--- src/rtl/sram_clock_ctrl.sv ---
// Main/sub-SRAM read controller: fixed main window loaded from flash at reset, other addresses
// cached in SUB_NUM sub blocks filled from flash with clock (second-chance) replacement.
module sram_clock_ctrl #(
  parameter int unsigned       ADDR_W      = 32,
  parameter int unsigned       DATA_W      = 32,
  parameter int unsigned       SUB_NUM     = 4,
  parameter int unsigned       LOG_SUB_NUM = 2,
  parameter int unsigned       SUB_DEPTH   = 256,
  parameter int unsigned       LOG_SUB_D   = 8,
  parameter logic [ADDR_W-1:0] MAIN_LOWER  = 'h0,
  parameter logic [ADDR_W-1:0] MAIN_UPPER  = 'h400,
  parameter int unsigned       MEM_AW      = 16
) (
  input  logic                   clk_i,
  input  logic                   grst_ni,
  input  logic                   re_i,
  input  logic [ADDR_W-1:0]      raddr_i,
  output logic                   rready_o,
  output logic                   rvalid_o,
  output logic [DATA_W-1:0]      rdata_o,
  output logic                   rmiss_o,
  output logic                   init_done_o,
  output logic                   fl_req_o,
  output logic [ADDR_W-1:0]      fl_addr_o,
  output logic [ADDR_W-1:0]      fl_len_o,
  input  logic                   fl_valid_i,
  input  logic [DATA_W-1:0]      fl_data_i,
  output logic                   mem_re_o,
  output logic                   mem_we_o,
  output logic [LOG_SUB_NUM:0]   mem_sel_o,
  output logic [MEM_AW-1:0]      mem_addr_o,
  output logic [DATA_W-1:0]      mem_wdata_o,
  input  logic [DATA_W-1:0]      mem_rdata_i
);

  localparam int unsigned         TagW     = ADDR_W - LOG_SUB_D;
  localparam logic [ADDR_W-1:0]   MainSpan = MAIN_UPPER - MAIN_LOWER;
  localparam logic [MEM_AW:0]     MainLast = (MEM_AW+1)'(MainSpan - ADDR_W'(1));
  localparam logic [MEM_AW:0]     SubLast  = (MEM_AW+1)'(SUB_DEPTH - 1);
  localparam logic [MEM_AW:0]     CntOne   = (MEM_AW+1)'(1);
  localparam logic [LOG_SUB_NUM-1:0] PtrOne = LOG_SUB_NUM'(1);
  localparam logic [LOG_SUB_NUM:0]   SelOne = (LOG_SUB_NUM+1)'(1);

  typedef enum logic [2:0] {
    StInit, StIdle, StLookup, StRd, StResp, StVictim, StFill
  } state_e;

  state_e                         state_q, state_d;
  logic [ADDR_W-1:0]              addr_q, addr_d;
  logic [MEM_AW:0]                cnt_q, cnt_d;
  logic [SUB_NUM-1:0]             valid_q, valid_d;
  logic [SUB_NUM-1:0]             clock_q, clock_d;
  logic [SUB_NUM-1:0][TagW-1:0]   tag_q, tag_d;
  logic [LOG_SUB_NUM-1:0]         ptr_q, ptr_d;
  logic [LOG_SUB_NUM-1:0]         vic_q, vic_d;
  logic [DATA_W-1:0]              rdata_q, rdata_d;
  logic                           miss_q, miss_d;
  logic                           done_q, done_d;
  logic                           fl_req_q, fl_req_d;
  logic [ADDR_W-1:0]              fl_addr_q, fl_addr_d;
  logic [ADDR_W-1:0]              fl_len_q, fl_len_d;

  logic [ADDR_W-1:0]              main_off;
  logic                           main_hit;
  logic                           sub_hit;
  logic [LOG_SUB_NUM-1:0]         hit_idx;
  logic                           fl_word;

  // Unsigned wrap makes this a single exact [MAIN_LOWER, MAIN_UPPER) range test.
  assign main_off = addr_q - MAIN_LOWER;
  assign main_hit = main_off < MainSpan;
  assign fl_word  = fl_valid_i && fl_req_q;

  always_comb begin
    sub_hit = 1'b0;
    hit_idx = '0;
    for (int i = 0; i < SUB_NUM; i++) begin
      if (valid_q[i] && tag_q[i] == addr_q[ADDR_W-1:LOG_SUB_D]) begin
        sub_hit = 1'b1;
        hit_idx = LOG_SUB_NUM'(i);
      end
    end
  end

  always_comb begin
    state_d     = state_q;
    addr_d      = addr_q;
    cnt_d       = cnt_q;
    valid_d     = valid_q;
    clock_d     = clock_q;
    tag_d       = tag_q;
    ptr_d       = ptr_q;
    vic_d       = vic_q;
    rdata_d     = rdata_q;
    miss_d      = miss_q;
    done_d      = done_q;
    fl_req_d    = fl_req_q;
    fl_addr_d   = fl_addr_q;
    fl_len_d    = fl_len_q;
    rready_o    = 1'b0;
    rvalid_o    = 1'b0;
    rmiss_o     = 1'b0;
    mem_re_o    = 1'b0;
    mem_we_o    = 1'b0;
    mem_sel_o   = '0;
    mem_addr_o  = '0;
    mem_wdata_o = '0;

    unique case (state_q)
      StInit: begin
        if (!fl_req_q) begin
          fl_req_d  = 1'b1;
          fl_addr_d = MAIN_LOWER;
          fl_len_d  = MainSpan;
          cnt_d     = '0;
        end else if (fl_word) begin
          mem_we_o    = 1'b1;
          mem_addr_o  = cnt_q[MEM_AW-1:0];
          mem_wdata_o = fl_data_i;
          cnt_d       = cnt_q + CntOne;
          if (cnt_q == MainLast) begin
            fl_req_d = 1'b0;
            done_d   = 1'b1;
            state_d  = StIdle;
          end
        end
      end
      StIdle: begin
        rready_o = 1'b1;
        if (re_i) begin
          addr_d  = raddr_i;
          miss_d  = 1'b0;
          state_d = StLookup;
        end
      end
      StLookup: begin
        if (main_hit) begin
          mem_re_o   = 1'b1;
          mem_addr_o = main_off[MEM_AW-1:0];
          state_d    = StRd;
        end else if (sub_hit) begin
          mem_re_o          = 1'b1;
          mem_sel_o         = {1'b0, hit_idx} + SelOne;
          mem_addr_o        = MEM_AW'(addr_q[LOG_SUB_D-1:0]);
          clock_d[hit_idx]  = 1'b1;
          state_d           = StRd;
        end else begin
          state_d = StVictim;
        end
      end
      StRd: begin
        rdata_d = mem_rdata_i;
        state_d = StResp;
      end
      StResp: begin
        rvalid_o = 1'b1;
        rmiss_o  = miss_q;
        state_d  = StIdle;
      end
      StVictim: begin
        if (!valid_q[ptr_q] || !clock_q[ptr_q]) begin
          vic_d          = ptr_q;
          valid_d[ptr_q] = 1'b0;
          fl_req_d       = 1'b1;
          fl_addr_d      = {addr_q[ADDR_W-1:LOG_SUB_D], {LOG_SUB_D{1'b0}}};
          fl_len_d       = ADDR_W'(SUB_DEPTH);
          cnt_d          = '0;
          miss_d         = 1'b1;
          state_d        = StFill;
        end else begin
          clock_d[ptr_q] = 1'b0;
          ptr_d          = ptr_q + PtrOne;
        end
      end
      StFill: begin
        if (fl_word) begin
          mem_we_o    = 1'b1;
          mem_sel_o   = {1'b0, vic_q} + SelOne;
          mem_addr_o  = cnt_q[MEM_AW-1:0];
          mem_wdata_o = fl_data_i;
          cnt_d       = cnt_q + CntOne;
          if (cnt_q == SubLast) begin
            fl_req_d       = 1'b0;
            tag_d[vic_q]   = addr_q[ADDR_W-1:LOG_SUB_D];
            valid_d[vic_q] = 1'b1;
            clock_d[vic_q] = 1'b1;
            ptr_d          = vic_q + PtrOne;
            state_d        = StLookup;
          end
        end
      end
      default: state_d = StInit;
    endcase
  end

  always_ff @(posedge clk_i or negedge grst_ni) begin
    if (!grst_ni) begin
      state_q   <= StInit;
      addr_q    <= '0;
      cnt_q     <= '0;
      valid_q   <= '0;
      clock_q   <= '0;
      tag_q     <= '0;
      ptr_q     <= '0;
      vic_q     <= '0;
      rdata_q   <= '0;
      miss_q    <= 1'b0;
      done_q    <= 1'b0;
      fl_req_q  <= 1'b0;
      fl_addr_q <= '0;
      fl_len_q  <= '0;
    end else begin
      state_q   <= state_d;
      addr_q    <= addr_d;
      cnt_q     <= cnt_d;
      valid_q   <= valid_d;
      clock_q   <= clock_d;
      tag_q     <= tag_d;
      ptr_q     <= ptr_d;
      vic_q     <= vic_d;
      rdata_q   <= rdata_d;
      miss_q    <= miss_d;
      done_q    <= done_d;
      fl_req_q  <= fl_req_d;
      fl_addr_q <= fl_addr_d;
      fl_len_q  <= fl_len_d;
    end
  end

  assign rdata_o     = rdata_q;
  assign init_done_o = done_q;
  assign fl_req_o    = fl_req_q;
  assign fl_addr_o   = fl_addr_q;
  assign fl_len_o    = fl_len_q;

endmodule

--- config.mk ---
export PLATFORM = sky130hd
export DESIGN_NAME = sram_clock_ctrl
export DESIGN_NICKNAME = d
export VERILOG_FILES = /design/src/rtl/sram_clock_ctrl.sv
export SDC_FILE = /design/constraint.sdc
export NUM_CORES = 1
export LEC_CHECK = 0
export CORE_MARGIN = 5
export CORE_UTILIZATION = 57
export CTS_BUF_LIST = sky130_fd_sc_hd__clkbuf_8
export CTS_CLUSTER_SIZE = 12
export DETAILED_ROUTE_END_ITERATION = 10
export PLACE_DENSITY_LB_ADDON = 0.3
export SLEW_MARGIN = 20
export SYNTH_ARGS = -nofsm -noshare
export SYNTH_HDL_FRONTEND = slang
export SYNTH_SLANG_ARGS = --single-unit
export TNS_END_PERCENT = 10
--- constraint.sdc ---
create_clock -name clk_i -period 6.1 [get_ports clk_i]
set_input_delay 1.525 -clock clk_i [delete_from_list [all_inputs] [get_ports clk_i]]
set_output_delay 1.525 -clock clk_i [all_outputs]
set_load 0.005 [all_outputs]
-- Yosys cells after proc, flatten, opt, wreduce, memory -nomap -nowiden
Index checks and enable logic that the tools add are counted.
- flip-flop bits (word level): 259
- output and inout port bits: 154
- $lt $le $gt $ge: 7
- reduce and logical (&&, ||, !) cells: 29
- multiplexer cells: 84
- equal/unequal tests: 23
- bitwise operators: 6
- add/subtract/negate cells: 5
- operators with widths (kind ; number):
    $mux W32 ; 6
    $pmux W32 S2 ; 3
    $bwmux W96 ; 1
    $eq A24 B24 Y1 ; 4
    $mux W17 ; 3
    $pmux W17 S3 ; 1
    $demux W24 S2 ; 1
    $mux W16 ; 3
    $pmux W16 S3 ; 1
    $mux W3 ; 12
    $lt A32 B11 Y1 const B ; 1
    $mux W4 ; 8
    $mux W1 ; 25
    $mux W24 ; 1
    $ne A2 B2 Y1 const B ; 11
    $pmux W3 S7 ; 1
    $add A17 B1 Y17 const B ; 1
    $eq A17 B10 Y1 const B ; 1
    $eq A17 B8 Y1 const B ; 1
    $reduce_and A4 Y1 ; 4
    $or A4 B4 Y4 ; 3
    $pmux W4 S3 ; 1
    $mux W2 ; 5
    $eq A3 B3 Y1 const B ; 3
    26 further kinds ; 53

-- Logic depth before layout (Yosys ltp)
Gate-level depths: netlist of run 1.
- depth after elaboration: 13
- depth in mapped cells: 13
- depth with buffers taken out: 12

-- Least setup slack after synthesis of run 1
No wires, ideal clock.
- path type: in2out
- start: in fl_valid_i
- end: out mem_addr_o[15]
- buffers on the path: 2
- data required time: 4575 ps
- arrival: 2403 ps
- slack: 2172 ps
- stages: 5
- cells stage by stage: nand2_1 -> nor2_1 -> clkbuf_1 -> clkbuf_1 -> and2_1
- longest elaborated chain between the ends: 4
- ends and longest elaborated chain (element ; RTL line ; RTL):
    from (decl) ; 26 ; input logic fl_valid_i,
    $logic_and A1 B1 Y1 (*) ; 72 ; assign fl_word = fl_valid_i && fl_req_q;
    $mux W16 (*) ; 116, 176 ;
    $mux W16 ; 111 ; if (!fl_req_q) begin
    $pmux W16 S3 (*) ; 109 ; unique case (state_q)
    to (decl) ; 31 ; output logic [MEM_AW-1:0] mem_addr_o,
Mark *: on every way between the ends. The rest lies on a longest branch, timed or not.

-- Worst setup path in the final report of run 1
- start: reg addr_q[8]
- end: out mem_addr_o[3]
- longest elaborated chain between the ends: 9
- elaborated cells on any way between the ends: 16
- classes of those cells: order compare (1); eq/ne (4); mux (7); reduce/logical (4)
- ends and longest elaborated chain (element ; RTL line ; RTL):
    from (decl) ; 49 ; logic [ADDR_W-1:0] addr_q, addr_d;
    from (signal assigned) ; 214 ; addr_q <= addr_d;
    $eq A24 B24 Y1 ; 78 ; if (valid_q[i] && tag_q[i] == addr_q[ADDR_W-1:LOG_SUB_D]) begin
    $logic_and A1 B1 Y1 ; 78 ;
    $mux W1 (4 in a row) ; 78 ;
    $mux W8 ; 141 ; end else if (sub_hit) begin
    $mux W16 (*) ; 137 ; if (main_hit) begin
    $pmux W16 S3 (*) ; 109 ;
Marks and branches as above.

==> results of run 1 <==
## flip-flops by register name, summed over array words and instances, names as in the netlist, 2 cells and up
register	cells
valid_q	4
tag_q	96
fl_len_o	2
state_q	3
ptr_q	2
fl_addr_o	24
vic_q	2
cnt_q	17
addr_q	32
clock_q	4
rdata_o	32
## final cells by class
type / count / area, um2
Tap cell: 265 / 331.6
Multi-Input combinational cell: 663 / 5293
Clock inverter: 16 / 92.59
Fill cell: 1347 / 5300
Timing Repair Buffer: 224 / 2245
Inverter: 22 / 82.58
Clock buffer: 52 / 715.7
Sequential cell: 221 / 5530
## per-layer routing
layer,up-vias,track usage
met3,65,0.04908
met1,4049,0.3159
met5,-,0
met4,0,0.08850
li1,3717,-
met2,329,0.4319
## cell usage after synthesis (3+ instances only)
cell type	count
buf_8	3
o21ai_1	3
buf_2	29
o41ai_1	4
o21ai_0	39
buf_6	8
nor3_1	12
nand3b_1	3
a2bb2oi_1	3
xor2_1	54
buf_1	3
a32o_1	5
nor2_1	31
nand4_1	25
buf_4	39
dfrtp_1	221
nand3_1	11
nor4_1	22
xnor2_1	53
inv_1	22
mux2_2	95
nor2b_1	6
nand2_1	60
and3_1	6
nand2b_1	3
nor2b_4	3
mux2_4	57
ha_1	10
clkbuf_1	18
a22o_1	26
a21oi_1	9
and2_1	42
nor4b_1	6
## metrics by stage
| stage | power, mW | hold slack, ps | setup slack, ps |
|---|---|---|---|
| after floorplan | 3.347 | 451.0 | 2172 |
| after global placement | 4.263 | 460.4 | 1263 |
| after detailed placement | 4.324 | 467.0 | 1206 |
| after CTS | 5.738 | 480.1 | 745.5 |
| after global routing | 6.024 | 494.3 | 538.8 |
| final | 5.708 | 480.2 | 675.0 |
## placed cells by master (no fill, tap or decap), types with 4 or more instances in the layout
master / n
a21oi_1: 9
a22o_1: 26
a32o_1: 5
and2_1: 41
and3_1: 6
buf_4: 8
clkbuf_8: 52
clkdlybuf4s50_1: 214
clkinv_2: 5
conb_1: 38
dfrtp_1: 221
ha_1: 10
inv_1: 32
mux2_2: 95
mux2_4: 57
nand2_1: 59
nand3_1: 11
nand4_1: 25
nor2_1: 30
nor2b_1: 6
nor3_1: 12
nor4_1: 22
nor4b_1: 6
o21ai_0: 39
o41ai_1: 4
xnor2_1: 53
xor2_1: 54
## kinds of logic after synthesis
logic type,after synthesis,synth area share
and+or+nand+nor,247,0.1215
DFF,221,0.4846
muxes,153,0.1707
buffers and inverters,122,0.06436
AOI/OAI and AO/OA,108,0.06545
xor gates and xnor gates,107,0.08212
adders and majority gates,10,0.01096
other,1,0.0003286
## worst min-delay path by stage
stage | startpoint | endpoint | slack [ps] | depth (start not counted)
4_1_cts | init_done_o | init_done_o | 480 | 1
6_report | init_done_o | init_done_o | 480 | 1
3_3_place_gp | init_done_o | init_done_o | 460 | 1
3_5_place_dp | init_done_o | init_done_o | 470 | 1
5_1_grt | init_done_o | init_done_o | 490 | 1
2_1_floorplan | init_done_o | init_done_o | 450 | 1
## report_power, final
| part | switching [mW] | internal (mW) |
|---|---|---|
| clock | 0.589 | 0.800 |
| combinational | 0.843 | 1.12 |
| sequential | 0.550 | 1.80 |
| total | 1.98 | 3.73 |
==> results.py, run 1 <==
metrics = {
    "sta": {
        "setup_viol": 0,
        "fin_skew_ps": 21.30,
        "slew_violations": 0,
        "finalCriticalPeriod_ps": 5425,
        "hold_viol": 0,
        "clock.fmax_mhz": 184.3,
        "tightestPinTransition_ps": 1023,
        "relSlewSlack": 0.3164,
        "rsz0062_at_grt": "false",
        "fin_crit_sh": 0.8893,
        "setup-tns-final_ps": 0,
    },
    "setup_path": {
        "required_ps": 4580,
        "critical_path.max_stage_delay_ps": 590,
        "cp_cell_sequence": "xnor2_1 -> nand4_1 -> nor4_1 -> nand4_1 -> nand4_1 -> o21ai_1 -> o21ai_0 -> clkdlybuf4s50_1",
        "ff2ff_setup_slack_ps": 2960,
        "r2r_start": "addr_q[31]",
        "cp.buffers_inverters": 1,
        "crit_path_end": "mem_addr_o[3]",
        "start_kind": "flip-flop",
        "ff2ff_path_depth": 11,
        "crit_cells": 8,
        "crit_start": "addr_q[8]",
        "worstPathArrival_ps": 3900,
        "path_common_cell": "nand4_1",
        "endpoint_kind": "output port",
        "r2r_end": "clock_q[3]",
        "cp_slowest_cell": "dfrtp_1",
        "crit_path_max_fanout": 11,
        "cp_top_family": "simple AND/OR/NAND/NOR gates",
        "crit_type": "reg -> out",
    },
    "clocking": {
        "ctsHoldBuffers": 0,
        "root_buffer": "clkbuf_8",
        "clock-sinks": 221,
        "ctsResizeCount": 0,
        "clock_latency_ps": 520,
        "cts.clk_slew.worst_paths_ps": 60,
        "cts_buffers": 38,
        "clockBufferDepth": 3,
        "htree_levels": 2,
        "cts_setup_buffers": 0,
        "cts_tree": "built",
    },
    "pwr": {
        "ir_drop_mv": 0.3537,
        "powerDensity_nw_per_um2": 399.4,
        "p_leak_nw": 6.364,
    },
    "global_route": {
        "grt.overflow.total": 0,
        "antenna_found_initial": 0,
        "grt_pass1_vias": 8287,
        "grtUsageTotal": 0.2503,
        "grt_max_degree": 136,
        "grt_pass1_wl_um": 44930,
    },
    "finish": {
        "syn2layout_area_growth_pct": 25.22,
        "drive_gt1_frac": 0.1953,
        "nets": 1280,
        "antenna_cells": 0,
        "final_area_um2": 14290,
        "instances_no_fill": 1463,
        "fin_util": 0.7295,
    },
    "yosys": {
        "synth.distinct_cells": 63,
        "synth.largest_area_cell": "dfrtp_1",
        "netlist_top_cells_area": "dfrtp_1 (48%), mux2_2 (9.4%), mux2_4 (7.5%), xor2_1 (4.1%), xnor2_1 (4.1%)",
        "synth_top_area_share": 0.4846,
        "avgSynthCellArea_um2": 11.78,
        "ys_seq_area_frac": 0.4846,
        "ys_warn_count": 0,
        "synthesis.area_um2": 11410,
        "ys.flop_type": "dfrtp_1",
        "ys_async_sr_fraction": 1.000,
        "synth-seq-cells": 221,
        "synthCells": 969,
        "synth_edf_count": 0,
    },
    "placement": {
        "numPortBuffers": 215,
        "gp_congestion": 0.8801,
        "dp_cells": 1394,
        "hpwl_um": 20250,
        "place_area_um2": 13450,
    },
    "die": {
        "num_io_pins": 254,
        "start_util": 0.5826,
        "die_h_um": 151.5,
        "core_um2": 19590,
        "dieArea_um2": 22950,
        "fp.dieW_um": 151.5,
        "rows": 51,
    },
    "route": {
        "vias": 8160,
        "maxUsedRoutingLayer": "met4",
        "routedWlPerCell_um": 19.91,
        "viasPerCell": 5.578,
        "wl_met3_um": 2233,
        "drc": 0,
        "wirelength_met1_um": 11430,
        "wl_met2_um": 14590,
        "firstDrtPassIters": 4,
        "antenna_left": 0,
        "routed_wl_um": 29130,
        "initialDrtViolationCount": 394,
    },
    "outcome": {
        "status": "completed",
    },
    "min_path": {
        "hold_path.class": "reg -> reg",
    },
    "flow_run": {
        "maxCapViolCount": 0,
    },
}
Power figures use the tool's default switching activity.
==> run 2, diff against run 1 <==
CAP_MARGIN = 10   (was default)
CORE_ASPECT_RATIO = 2   (was default)
==> run 2 against run 1 <==
  * Wire length is 1.7% higher
  * Utilization down 1.8 points
  * Sequential power about the same
  * Total power decreased by 3.2%
  * Die area rose by 0.75%
  * Sequential share of layout area grew 0.50 points
  * Clock-buffer cell count down 13
  * First-iteration DRC count increased by 12%
  * Worst hold slack worse by 20 ps
  * Cell area shrank 1.3%
  * Non-clock buffer count up 3
  * Critical path type unchanged
  * Largest power group unchanged
  * Highest routed layer unchanged
==> results.py, run 2 (synthesized netlist as in run 1, its figures left out) <==
metrics = {
    "outcome": {
        "status": "completed",
    },
    "clocking": {
        "clock_latency_ps": 590,
        "cts_setup_buffers": 0,
        "cts_tree": "built",
        "root_buffer": "clkbuf_8",
        "htree_levels": 1,
        "clock-sinks": 221,
        "clockBufferDepth": 3,
        "cts.clk_slew.worst_paths_ps": 70,
        "cts_buffers": 31,
        "ctsResizeCount": 0,
        "ctsHoldBuffers": 0,
    },
    "route": {
        "wirelength_met1_um": 9774,
        "viasPerCell": 5.662,
        "wl_met3_um": 2373,
        "firstDrtPassIters": 5,
        "drc": 0,
        "vias": 8204,
        "antenna_left": 0,
        "maxUsedRoutingLayer": "met4",
        "routed_wl_um": 29630,
        "routedWlPerCell_um": 20.45,
        "wl_met2_um": 15570,
        "initialDrtViolationCount": 441,
    },
    "sta": {
        "setup_viol": 0,
        "fin_skew_ps": 22.94,
        "relSlewSlack": 0.2946,
        "tightestPinTransition_ps": 1056,
        "slew_violations": 0,
        "fin_crit_sh": 0.9115,
        "finalCriticalPeriod_ps": 5560,
        "clock.fmax_mhz": 179.8,
        "hold_ws_ps": 460.6,
        "hold_viol": 0,
        "setup-tns-final_ps": 0,
        "rsz0062_at_grt": "false",
    },
    "pwr": {
        "p_leak_nw": 6.273,
        "ir_drop_mv": 0.2944,
        "powerDensity_nw_per_um2": 391.5,
    },
    "setup_path": {
        "r2r_end": "clock_q[3]",
        "critical_path.max_stage_delay_ps": 570,
        "start_kind": "flip-flop",
        "cp_cell_sequence": "xnor2_1 -> nand4_1 -> nor3_1 -> nand2_1 -> o21ai_0 -> ha_1 -> inv_1 -> o21ai_0 -> clkdlybuf4s50_1",
        "path_common_cell": "o21ai_0",
        "worstPathArrival_ps": 4040,
        "crit_type": "reg -> out",
        "required_ps": 4580,
        "cp_slowest_cell": "dfrtp_1",
        "ff2ff_setup_slack_ps": 2610,
        "endpoint_kind": "output port",
        "crit_path_max_fanout": 11,
        "r2r_start": "addr_q[8]",
        "ff2ff_path_depth": 11,
    },
    "finish": {
        "num-fill-cells": 1461,
        "nets": 1276,
        "final_cell_mix": "dfrtp_1 (221), clkdlybuf4s50_1 (214), mux2_2 (95), nand2_1 (59), mux2_4 (57)",
        "fin_util": 0.7118,
        "top_register": "tag_q",
        "instances_no_fill": 1449,
        "layout_commonest_cell": "dfrtp_1",
        "antenna_cells": 0,
        "drive_gt1_frac": 0.1879,
        "final_area_um2": 14110,
        "largest_register_ff_count": 96,
        "syn2layout_area_growth_pct": 23.63,
    },
    "die": {
        "core_um2": 19820,
        "dieArea_um2": 23120,
        "fp.dieW_um": 110.1,
        "num_io_pins": 254,
        "start_util": 0.5758,
        "rows": 73,
        "die_h_um": 210.1,
    },
    "global_route": {
        "grt_max_degree": 114,
        "grt.overflow.total": 0,
        "grt_pass1_wl_um": 46600,
        "grtUsageTotal": 0.2596,
        "antenna_found_initial": 0,
        "grt_pass1_vias": 8896,
    },
    "min_path": {
        "hold-path-endpoint": "init_done_o",
        "min_from": "init_done_o",
        "hold_depth": 1,
        "hold_path.class": "reg -> reg",
    },
    "placement": {
        "gp_congestion": 0.9666,
        "hpwl_um": 21790,
        "place_area_um2": 13480,
        "dp_cells": 1395,
        "numPortBuffers": 215,
    },
    "flow_run": {
        "maxCapViolCount": 0,
    },
}
[run 2: metal layers]
metal  track usage  vias to the layer above
met4        0.1687                        0
met2        0.4604                      367
met1        0.2635                     4052
met3       0.06068                      108
li1              -                     3677
met5             0                        -
[run 2: worst max-delay path by stage]
stage	startpoint	to	slack, ps
after floorplan	fl_valid_i	mem_addr_o[15]	2170
after global placement	fl_valid_i	mem_addr_o[2]	1260
after detailed placement	fl_valid_i	mem_addr_o[5]	1200
after CTS	addr_q[25]	mem_addr_o[0]	630
after global routing	addr_q[8]	mem_sel_o[2]	350
final	addr_q[8]	mem_sel_o[2]	540
[run 2: critical path, delay by kind of cell (launching register included)]
family / cells / cell delay [ps]
XOR/XNOR: 1 / 570
flip-flops: 1 / 570
adder cells (fa/ha/maj): 1 / 240
AO/OA/AOI/OAI: 2 / 640
buffers and inverters: 2 / 580
AND/OR/NAND/NOR: 3 / 850
[run 2: report_power, final]
group / total, mW / switching (mW) / internal (mW)
logic: 2.01 / 0.874 / 1.13
clock network: 1.18 / 0.564 / 0.615
registers: 2.34 / 0.534 / 1.80
[run 2: metrics by stage]
| stage | total power [mW] | setup slack, ps |
|---|---|---|
| finish | 5.523 | 539.6 |
| global route | 5.849 | 354.0 |
| CTS | 5.559 | 632.9 |
| detailed placement | 4.363 | 1199 |
| global placement | 4.294 | 1263 |
| floorplan | 3.347 | 2172 |
[run 2: layout make-up]
| class | instances | area (um2) | area share |
|---|---|---|---|
| flip-flops and latches | 221 | 5530 | 0.3920 |
| multi-input cells | 663 | 5293 | 0.3751 |
| repair buffers | 227 | 2247 | 0.1593 |
| clock buffers | 39 | 536.8 | 0.03805 |
| well taps | 262 | 327.8 | 0.02324 |
| clock inverters | 15 | 91.34 | 0.006474 |
| inverters | 22 | 82.58 | 0.005853 |
==> run 3, diff against run 2 <==
CAP_MARGIN = default   (was 10)
CORE_MARGIN = 4   (was 5)
==> run 3 against run 2 <==
  * Via count up 0.29%
  * Utilization up 0.26 points
  * Wire length down 2.1%
  * Global-route usage down 0.14 points
  * Worst setup slack better by 270 ps
  * Sequential cell count unchanged
  * Register-to-register slack better by 210 ps
  * First-iteration DRC count up 13%
==> results.py, run 3 (synthesized netlist as in run 1, its figures left out) <==
metrics = {
    "die": {
        "die_h_um": 208.1,
        "dieArea_um2": 22490,
        "start_util": 0.5758,
        "rows": 73,
        "num_io_pins": 254,
        "fp.dieW_um": 108.1,
        "core_um2": 19820,
    },
    "finish": {
        "nets": 1273,
        "antenna_cells": 0,
        "final_cell_mix": "dfrtp_1 (221), clkdlybuf4s50_1 (214), mux2_2 (95), nand2_1 (60), mux2_4 (57)",
        "top_register": "tag_q",
        "largest_register_ff_count": 96,
        "final_area_um2": 14160,
        "syn2layout_area_growth_pct": 24.08,
        "drive_gt1_frac": 0.1859,
        "instances_no_fill": 1451,
        "layout_commonest_cell": "dfrtp_1",
    },
    "placement": {
        "gp_congestion": 0.9405,
        "dp_cells": 1389,
        "hpwl_um": 20710,
        "numPortBuffers": 215,
        "place_area_um2": 13450,
    },
    "route": {
        "antenna_left": 0,
        "firstDrtPassIters": 5,
        "viasPerCell": 5.671,
        "routed_wl_um": 29020,
        "initialDrtViolationCount": 498,
        "drc": 0,
        "routedWlPerCell_um": 20.00,
        "vias": 8228,
    },
    "setup_path": {
        "crit_start": "addr_q[25]",
        "r2r_end": "tag_q[25]",
        "crit_type": "reg -> out",
        "crit_path_end": "mem_addr_o[0]",
        "endpoint_kind": "output port",
        "worstPathArrival_ps": 3760,
        "r2r_start": "cnt_q[13]",
        "start_kind": "flip-flop",
        "ff2ff_path_depth": 7,
        "ff2ff_setup_slack_ps": 2820,
        "crit_path_max_fanout": 11,
        "required_ps": 4580,
    },
    "min_path": {
        "hold_path.class": "reg -> reg",
        "hold_depth": 1,
        "min_from": "init_done_o",
    },
    "global_route": {
        "grt_max_degree": 116,
        "grtUsageTotal": 0.2582,
        "grt.overflow.total": 0,
        "grt_pass1_vias": 8703,
        "grt_pass1_wl_um": 45840,
        "antenna_found_initial": 0,
    },
    "flow_run": {
        "maxCapViolCount": 0,
    },
    "clocking": {
        "clock_latency_ps": 520,
        "clock-sinks": 221,
        "cts_tree": "built",
        "cts_buffers": 34,
        "clockBufferDepth": 3,
        "cts.clk_slew.worst_paths_ps": 70,
        "ctsHoldBuffers": 0,
        "root_buffer": "clkbuf_8",
        "htree_levels": 2,
        "ctsResizeCount": 0,
        "cts_setup_buffers": 0,
    },
    "sta": {
        "relSlewSlack": 0.2699,
        "tightestPinTransition_ps": 1092,
        "fin_skew_ps": 13.51,
        "slew_violations": 0,
        "setup_viol": 0,
        "hold_viol": 0,
        "rsz0062_at_grt": "false",
        "clock.fmax_mhz": 189.1,
        "setup-tns-final_ps": 0,
        "fin_crit_sh": 0.8669,
        "finalCriticalPeriod_ps": 5288,
    },
    "pwr": {
        "seqPwrFrac": 0.424,
        "pwr-share-comb": 0.347,
        "p_leak_nw": 6.300,
        "intPower_mw": 3.626,
        "clkPwrFrac": 0.229,
        "total_power_mw": 5.621,
        "netSwitchingFraction": 0.3549,
        "p_switching_mw": 1.995,
        "powerDensity_nw_per_um2": 397.0,
        "ir_drop_mv": 0.3499,
    },
    "outcome": {
        "status": "completed",
    },
}
## run 3: changes by cell type in the layout (fill, tap and decap cells not counted), sizes merged
cell	delta
buf	-6
bufinv	+1
clkbuf	+3
clkinvlp	+1
inv	+3
## run 3: critical path, stage by stage (launching register included)
cell and delay, ps:
dfrtp_1 530, xnor2_1 470, nand2_1 130, nor4_1 410
nand4_1 290, nand4_1 320, o21ai_1 280, o22ai_1 260
clkdlybuf4s50_1 550
## run 3: per-layer routing
layer  share of wire  vias to the layer above  global-route usage
li1                -                     3694                   -
met1            0.34                     4048              0.2681
met2            0.52                      377              0.4555
met3           0.071                      109             0.05495
met4           0.068                        0              0.1718
met5               0                        -                   0
## run 3: stage by stage
step	hold WS [ps]	utilization	setup slack, ps
2_1_floorplan	451.0	-	2172
3_3_place_gp	442.8	0.6784	1270
3_5_place_dp	447.1	0.6784	1223
4_1_cts	462.2	0.7144	814.7
5_1_grt	495.7	0.7144	659.1
6_report	457.7	0.7144	812.1
## run 3: how the worst min path moves through the flow
stage,endpoint,slack (ps)
floorplan,init_done_o,450
global placement,init_done_o,440
detailed placement,init_done_o,450
CTS,init_done_o,460
global route,init_done_o,500
finish,init_done_o,460
## run 3: layout make-up
cell class / instances / area (um2)
clock buffers: 42 / 578.1
clock inverters: 20 / 136.4
fillers: 1449 / 5660
inverters: 22 / 82.58
multi-input cells: 663 / 5290
flip-flops and latches: 221 / 5530
well taps: 262 / 327.8
repair buffers: 221 / 2215
## run 3: power by group through the flow
stage | Clock [mW] | Combinational, mW | Sequential [mW]
6_report | 1.29 | 1.95 | 2.38
3_3_place_gp | 0 | 1.89 | 2.38
5_1_grt | 1.38 | 2.12 | 2.43
2_1_floorplan | 0 | 1.33 | 2.02
3_5_place_dp | 0 | 1.94 | 2.40
4_1_cts | 1.31 | 1.96 | 2.38
